--- src/rtl/pkg_dual_port_ram.sv ---
// pkg_dual_port_ram: one write port, one read port, write-first bypass, zero-fill after reset.
// Define PKG_DUAL_PORT_RAM_OUTREG_EN to add an output register stage, making read latency 2.
module pkg_dual_port_ram #(
   parameter int unsigned DATA_WIDTH     = 8,
   parameter int unsigned ADDR_WIDTH     = 8,
   parameter bit          CLEAR_ON_RESET = 1'b1
) (
   input  logic                  clk,
   input  logic                  rst_n,
   output logic                  init_done,
   input  logic                  wr_req,
   input  logic [ADDR_WIDTH-1:0] wr_addr,
   input  logic [DATA_WIDTH-1:0] wr_data,
   input  logic                  rd_req,
   input  logic [ADDR_WIDTH-1:0] rd_addr,
   output logic                  rd_valid,
   output logic [DATA_WIDTH-1:0] rd_data
);
   typedef enum logic {CLEAR, READY} state_t;
   localparam state_t RST_STATE = CLEAR_ON_RESET ? CLEAR : READY;

   state_t                state_q, state_d;
   logic [ADDR_WIDTH-1:0] clr_cnt_q, clr_cnt_d;
   logic                  init_done_q;
   logic                  rd_valid_q, rd_valid_d;
   logic [DATA_WIDTH-1:0] rd_data_q, rd_data_d;
   logic [DATA_WIDTH-1:0] mem [2**ADDR_WIDTH];
   logic                  we;
   logic [ADDR_WIDTH-1:0] wa;
   logic [DATA_WIDTH-1:0] wd;

   // Zero-fill owns the write port while clearing; in READY the user port drives it and reads are served.
   always_comb begin
      state_d    = state_q;
      clr_cnt_d  = clr_cnt_q;
      rd_valid_d = 1'b0;
      rd_data_d  = rd_data_q;
      we         = 1'b0;
      wa         = wr_addr;
      wd         = wr_data;
      if (state_q == CLEAR) begin
         we        = 1'b1;
         wa        = clr_cnt_q;
         wd        = '0;
         clr_cnt_d = clr_cnt_q + 1'b1;
         if (clr_cnt_q == '1) state_d = READY;
      end else begin
         we         = wr_req;
         rd_valid_d = rd_req;
         if (rd_req) rd_data_d = (wr_req && wr_addr == rd_addr) ? wr_data : mem[rd_addr];
      end
   end

   // State, clear counter and first read stage; init_done tracks the state being entered.
   always_ff @(posedge clk) begin
      if (!rst_n) begin
         state_q     <= RST_STATE;
         clr_cnt_q   <= '0;
         init_done_q <= 1'b0;
         rd_valid_q  <= 1'b0;
         rd_data_q   <= '0;
      end else begin
         state_q     <= state_d;
         clr_cnt_q   <= clr_cnt_d;
         init_done_q <= (state_d == READY);
         rd_valid_q  <= rd_valid_d;
         rd_data_q   <= rd_data_d;
      end
   end

   // Array write; reset never touches the contents.
   always_ff @(posedge clk) begin
      if (rst_n && we) mem[wa] <= wd;
   end

   assign init_done = init_done_q;

`ifdef PKG_DUAL_PORT_RAM_OUTREG_EN
   logic                  out_valid_q;
   logic [DATA_WIDTH-1:0] out_data_q;

   // Extra output stage; valid and data move together, bypass data included.
   always_ff @(posedge clk) begin
      if (!rst_n) begin
         out_valid_q <= 1'b0;
         out_data_q  <= '0;
      end else begin
         out_valid_q <= rd_valid_q;
         out_data_q  <= rd_data_q;
      end
   end

   assign rd_valid = out_valid_q;
   assign rd_data  = out_data_q;
`else
   assign rd_valid = rd_valid_q;
   assign rd_data  = rd_data_q;
`endif
endmodule

--- config.mk ---
export PLATFORM = sky130hd
export DESIGN_NAME = pkg_dual_port_ram
export DESIGN_NICKNAME = d
export VERILOG_FILES = /design/src/rtl/pkg_dual_port_ram.sv
export SDC_FILE = /design/constraint.sdc
export NUM_CORES = 2
export LEC_CHECK = 0
export BUFFER_PORTS_ARGS = -buffer_cell sky130_fd_sc_hd__buf_4
export CAP_MARGIN = 20
export CORE_ASPECT_RATIO = 0.7
export CORE_MARGIN = 4
export CORE_UTILIZATION = 55
export DETAILED_ROUTE_END_ITERATION = 8
export PLACE_DENSITY = 0.78
export SLEW_MARGIN = 20
export SYNTH_ARGS = -nofsm -noshare
export SYNTH_HDL_FRONTEND = slang
export SYNTH_SLANG_ARGS = --single-unit
--- constraint.sdc ---
create_clock -name clk -period 13.6 [get_ports clk]
set_input_delay 2.72 -clock clk [delete_from_list [all_inputs] [get_ports clk]]
set_output_delay 2.72 -clock clk [all_outputs]
set_load 0.02 [all_outputs]
Yosys cells after proc, flatten, opt, wreduce, memory -nomap -nowiden

Memories as Yosys holds them, arrays and structs flattened. A register that Yosys moved wholly into a read port is not among the register bits.
Index checks and enable logic that the tools add are counted.

Register bits after elaboration: 10
RAM bits: 2048
Bits of input ports: 28
Output and inout bits: 10
Logic and storage cells: 17
Memories kept: 1

Add/subtract/negate cells: 1
Equality and inequality tests: 1
Mux-type cells: 7
Reduce and logical (&&, ||, !) cells: 4

Memories:

| name | depth | bits a word | read ports | clocked after Yosys merged registers in | write ports | line | source |
|---|---|---|---|---|---|---|---|
| mem  | 256   | 8           | 1          | 1                                       | 1           | 27   | `logic [DATA_WIDTH-1:0] mem [2**ADDR_WIDTH];` |

Operators by type and width:

| kind                                                          | count |
|---|---|
| 8-bit two-way mux                                             | 2 |
| 8-bit by 1-bit adder with 8-bit output, second input constant | 1 |
| 8-bit == test, second input constant                          | 1 |
| 1-bit two-way mux                                             | 5 |
| 2-bit AND reduction                                           | 2 |
| 1-bit logical AND                                             | 1 |
| 1-bit zero test                                               | 1 |

Logic depth before layout (Yosys ltp)

Word-level depth: 4
Mapped depth: 14
Mapped depth without buffers: 7

Least setup slack after synthesis

No wires, ideal clock.

Kind: input port to flip-flop
From: in wr_data[0]
To: mem mem[0][0] (data pin)
Arrival: 5.947 ns
Required time: 12.733 ns
Slack: 6.786 ns
Stages: 1
Path buffers: 0
Path through: and2_1

Cells in the longest elaborated chain, start to end: 1

RTL lines:

| element           | line | source |
|---|---|---|
| start, declared   | 13   | `input logic [DATA_WIDTH-1:0] wr_data,` |
| 8-bit two-way mux | 41   | `if (state_q == CLEAR) begin` |
| end, declared     | 27   |  |

No other way between the ends.

==> metrics.md <==
| Metric | Value |
|---|---|
| Top FF cell, synth | edfxtp_1 |
| Initial antenna violation count | 15 |
| Min-Delay Endpoint | clr_cnt_q[5] |
| Sw power | between 2000 and 3000 µW |
| Largest area contributor in the netlist | edfxtp_1 |
| Internal power | approximately 9700 µW |
| Hold depth | 2 |
| Cell with the most instances after synthesis | edfxtp_1 |
| Number of global-route vias before repair | between 40000 and 50000 |
| Setup slack, reg-to-reg | approximately 8900 ps |
| Clock Path Buffers | 3 |
| Fin crit share | 0.4950 |
| Die width | roughly 470 µm |
| Hold_buf cts | 0 |
| All-layer global routing usage | 0.2810 |
| # DRC | 0 |
| Clk_skew | 34.74 ps |
| Hold Vio Cnt, Final | 0 |
| WL final | about 210 mm |
| Beginning of the worst hold path | clr_cnt_q[5] |
| Die Y | between 300 and 400 µm |
| PD cells | about 140 nW/µm² |
| Sw frac | 0.2110 |
| Fraction of the mapped netlist area in simple logic gates | 0.03440 |
| CP max FO | between 90 and 100 |
| Inserted Clock Buffers | roughly 170 |
| Wire per inst | ~35 µm |
| Synth Area in Adders | 0.0001545 |
| Fill cell count | between 9000 and 10000 |
| Global-route wire length before repair | between 300 and 400 mm |
| Status | complete, no violations |
| Synthesized area | 80970 µm² |
| Largest family of logic cells by synthesized area | multiplexers |
| NumNets Final | approximately 4000 |
| Hold WC Path Type | reg -> reg |
| CTS resizes | 0 |
| Worst-Skew Late Latency | ~810 ps |
| Post-synth top area share | 0.7595 |
| Worst Path Arrival | between 7000 and 8000 ps |
| DRT antenna net count | 0 |
| List of most frequent post-synthesis cells | edfxtp_1, mux4_2, nor2_1, mux2i_1, nand2_1 |
| Fin cells | roughly 6000 |
| Reg clk slew, reported paths | approximately 70 ps |
| Area of the multi-input gates | around 18000 µm² |
| FF-to-FF Start | init_done |
| Clk network pwr share | 0.399 |
| Unrepaired setup endpoints after global routing | false |
| Initial Util | 0.5554 |
| Clock root cell | clkbuf_16 |
| Placed insts | just under 6000 |
| Netlist cell types | slightly below 70 |
| Yosys reg bits | 2066 |
| Final Cell Area | 88790 µm² |
| Post-CTS Setup Repair Bufs | 0 |
| Layout area overhead | 9.651% |
| R2R cell count | 5 |
| Share of post-route cells with drive strength above 1 | 0.2160 |
| Async set or reset register ratio after synthesis | 0 |
| Drt pass-1 iters | 8 |
| Remaining Overflow, GRT | 0 |
| Period minus WS final | between 6000 and 7000 ps |
| Die area | around 150000 µm² |
| Syn Nets | between 3000 and 4000 |
| DR vias/cell | ~6.9 |
| DP Area | ~83000 µm² |
| Startpoint types | input port |
| WS Path Type | in -> reg |
| Sequential power share | 0.558 |
| Worst slew margin | 0.1644 |
| Average size of a mapped cell | roughly 21 µm² |
| Iteration-0 DRC Markers | 8529 |
| H-tree depth | 4 |
| Rows | roughly 120 |
| Largest net degree at the start of global routing | 122 |
| IO Count | 38 |
| Combinational Power Share | 0.043 |
| Tightest Pin Transition | roughly 1200 ps |
| R2r endpoint | mem[121][6] |
| Post-Synth XOR/XNOR Area | 0.001406 |
| Synthesized instance count | about 3900 |
| Worst Path Required | 14240 ps |
| Leakage | approximately 0.029 µW |
| Core Area | 145800 µm² |
| Top cells by area, synth | edfxtp_1, mux4_2, mux2i_1 |
| Final Hold Slack | between 500 and 600 ps |
| Synth warn | 0 |
| Setup crit end kind | register |
| # port buffers | 37 |
| TNS Setup | 0 ps |
| Count of clock tree sinks | 2066 |
| Sequential share of the synthesized area | 0.7639 |
| Worst vdd ir | about 0.16 mV |
| DP Wirelength | between 100 and 150 mm |
| Setup violators final | 0 |
| Via count | around 42000 |
| Max_cap viols | 0 |
| CTS tree | done |
| Mux cell area share after synthesis | 0.1558 |
| EDFF count, synth | 2048 |
| Final Max Tran Viols | 0 |
| Register area | 61860 µm² |
| Max Fclk | 148.5 MHz |
| Routability Congestion | 0.9268 |
| Synth Area in Compound Gates | 0.02693 |
[placed cells by master, fill, tap and decap left out, types with 9 or more instances in the layout]
| cell | synthesis | final |
|---|---|---|
| a211oi_1 | 24 | 24 |
| a21oi_1 | 54 | 54 |
| a221oi_1 | 11 | 11 |
| a22o_1 | 10 | 10 |
| a22oi_1 | 34 | 34 |
| a31oi_1 | 12 | 12 |
| and2_1 | 25 | 17 |
| buf_4 | 51 | 107 |
| bufinv_16 | 0 | 13 |
| clkbuf_1 | 91 | 46 |
| clkbuf_16 | 0 | 176 |
| clkinv_1 | 0 | 36 |
| clkinv_2 | 0 | 22 |
| dfxtp_1 | 18 | 17 |
| diode_2 | 0 | 20 |
| edfxtp_1 | 2048 | 2048 |
| inv_1 | 10 | 9 |
| mux2_2 | 12 | 12 |
| mux2i_1 | 139 | 139 |
| mux4_2 | 490 | 490 |
| nand2_1 | 138 | 138 |
| nand2b_1 | 14 | 14 |
| nand3_1 | 48 | 48 |
| nand4_1 | 11 | 11 |
| nor2_1 | 313 | 305 |
| nor2b_1 | 21 | 19 |
| nor3_1 | 28 | 28 |
| o211ai_1 | 15 | 15 |
| o21ai_0 | 38 | 38 |
| o221ai_1 | 23 | 23 |
| o22ai_1 | 39 | 39 |
| or3_1 | 14 | 14 |
| xnor2_1 | 11 | 11 |
[through the flow]
stage,utilization,power [µW],setup slack (ps)
CTS,0.6077,12360,7057
floorplan,-,7367,6786
global placement,0.5696,7536,6273
global route,0.6086,12660,6628
finish,0.6090,12360,6868
detailed placement,0.5699,7542,6238
[kinds of logic after synthesis]
family                   Yosys count
buffers and inverters            249
XOR/XNOR                          13
multiplexers                     643
AO/OA/AOI/OAI                    315
AND/OR/NAND/NOR                  637
adder cells (fa/ha/maj)            1
flip-flops                      2066
[power by group through the flow]
stage	Sequential (µW)	Clock [µW]	Combinational [µW]
floorplan	7030	0	336
global placement	7030	0	504
detailed placement	7030	0	510
CTS	6890	4950	514
global route	6890	5230	543
finish	6890	4930	529
[final cells by class]
cell class | instances | share of cell area
Clock inverter | 95 | 0.01013
Inverter | 13 | 0.0005496
Antenna cell | 20 | 0.0005637
Tap cell | 1963 | 0.02766
Multi-Input combinational cell | 1609 | 0.2002
Clock buffer | 225 | 0.05201
Sequential cell | 2066 | 0.6967
Timing Repair Buffer | 122 | 0.01216
[worst max-delay path, cell delays in order]
cell      delay (ps)
buf_8            420
buf_12           520
buf_12           610
buf_4            650
mux4_2           590
nand2_1           80
nand2_1           70
a21oi_1          180
a311oi_1         160
nor4_1           840
a31oi_1          150
[registers in the layout, indices dropped and copies added (netlist names)]
| register | flops |
|---|---|
| init_done | 1 |
| mem | 2048 |
| rd_data | 8 |
| clr_cnt_q | 8 |
| rd_valid | 1 |
[per-layer routing]
layer / share of wire / GRT usage / wire [µm]
met3: 0.16 / 0.1019 / 34490
met1: 0.36 / 0.4174 / 77910
met4: 0.037 / 0.09611 / 7971
met2: 0.44 / 0.3896 / 93390
met5: 0.00042 / 0 / 89
[worst max-delay path by stage]
stage	start	endpoint	slack, ps
2_1_floorplan	wr_data[0]	mem[0][0]	6790
3_3_place_gp	rd_addr[0]	rd_data[3]	6270
3_5_place_dp	rd_addr[0]	rd_data[3]	6240
4_1_cts	rd_addr[0]	rd_data[3]	7060
5_1_grt	rd_addr[0]	rd_data[3]	6630
6_report	rd_addr[0]	rd_data[3]	6870
No activity file was read; power rests on OpenSTA's default activity.
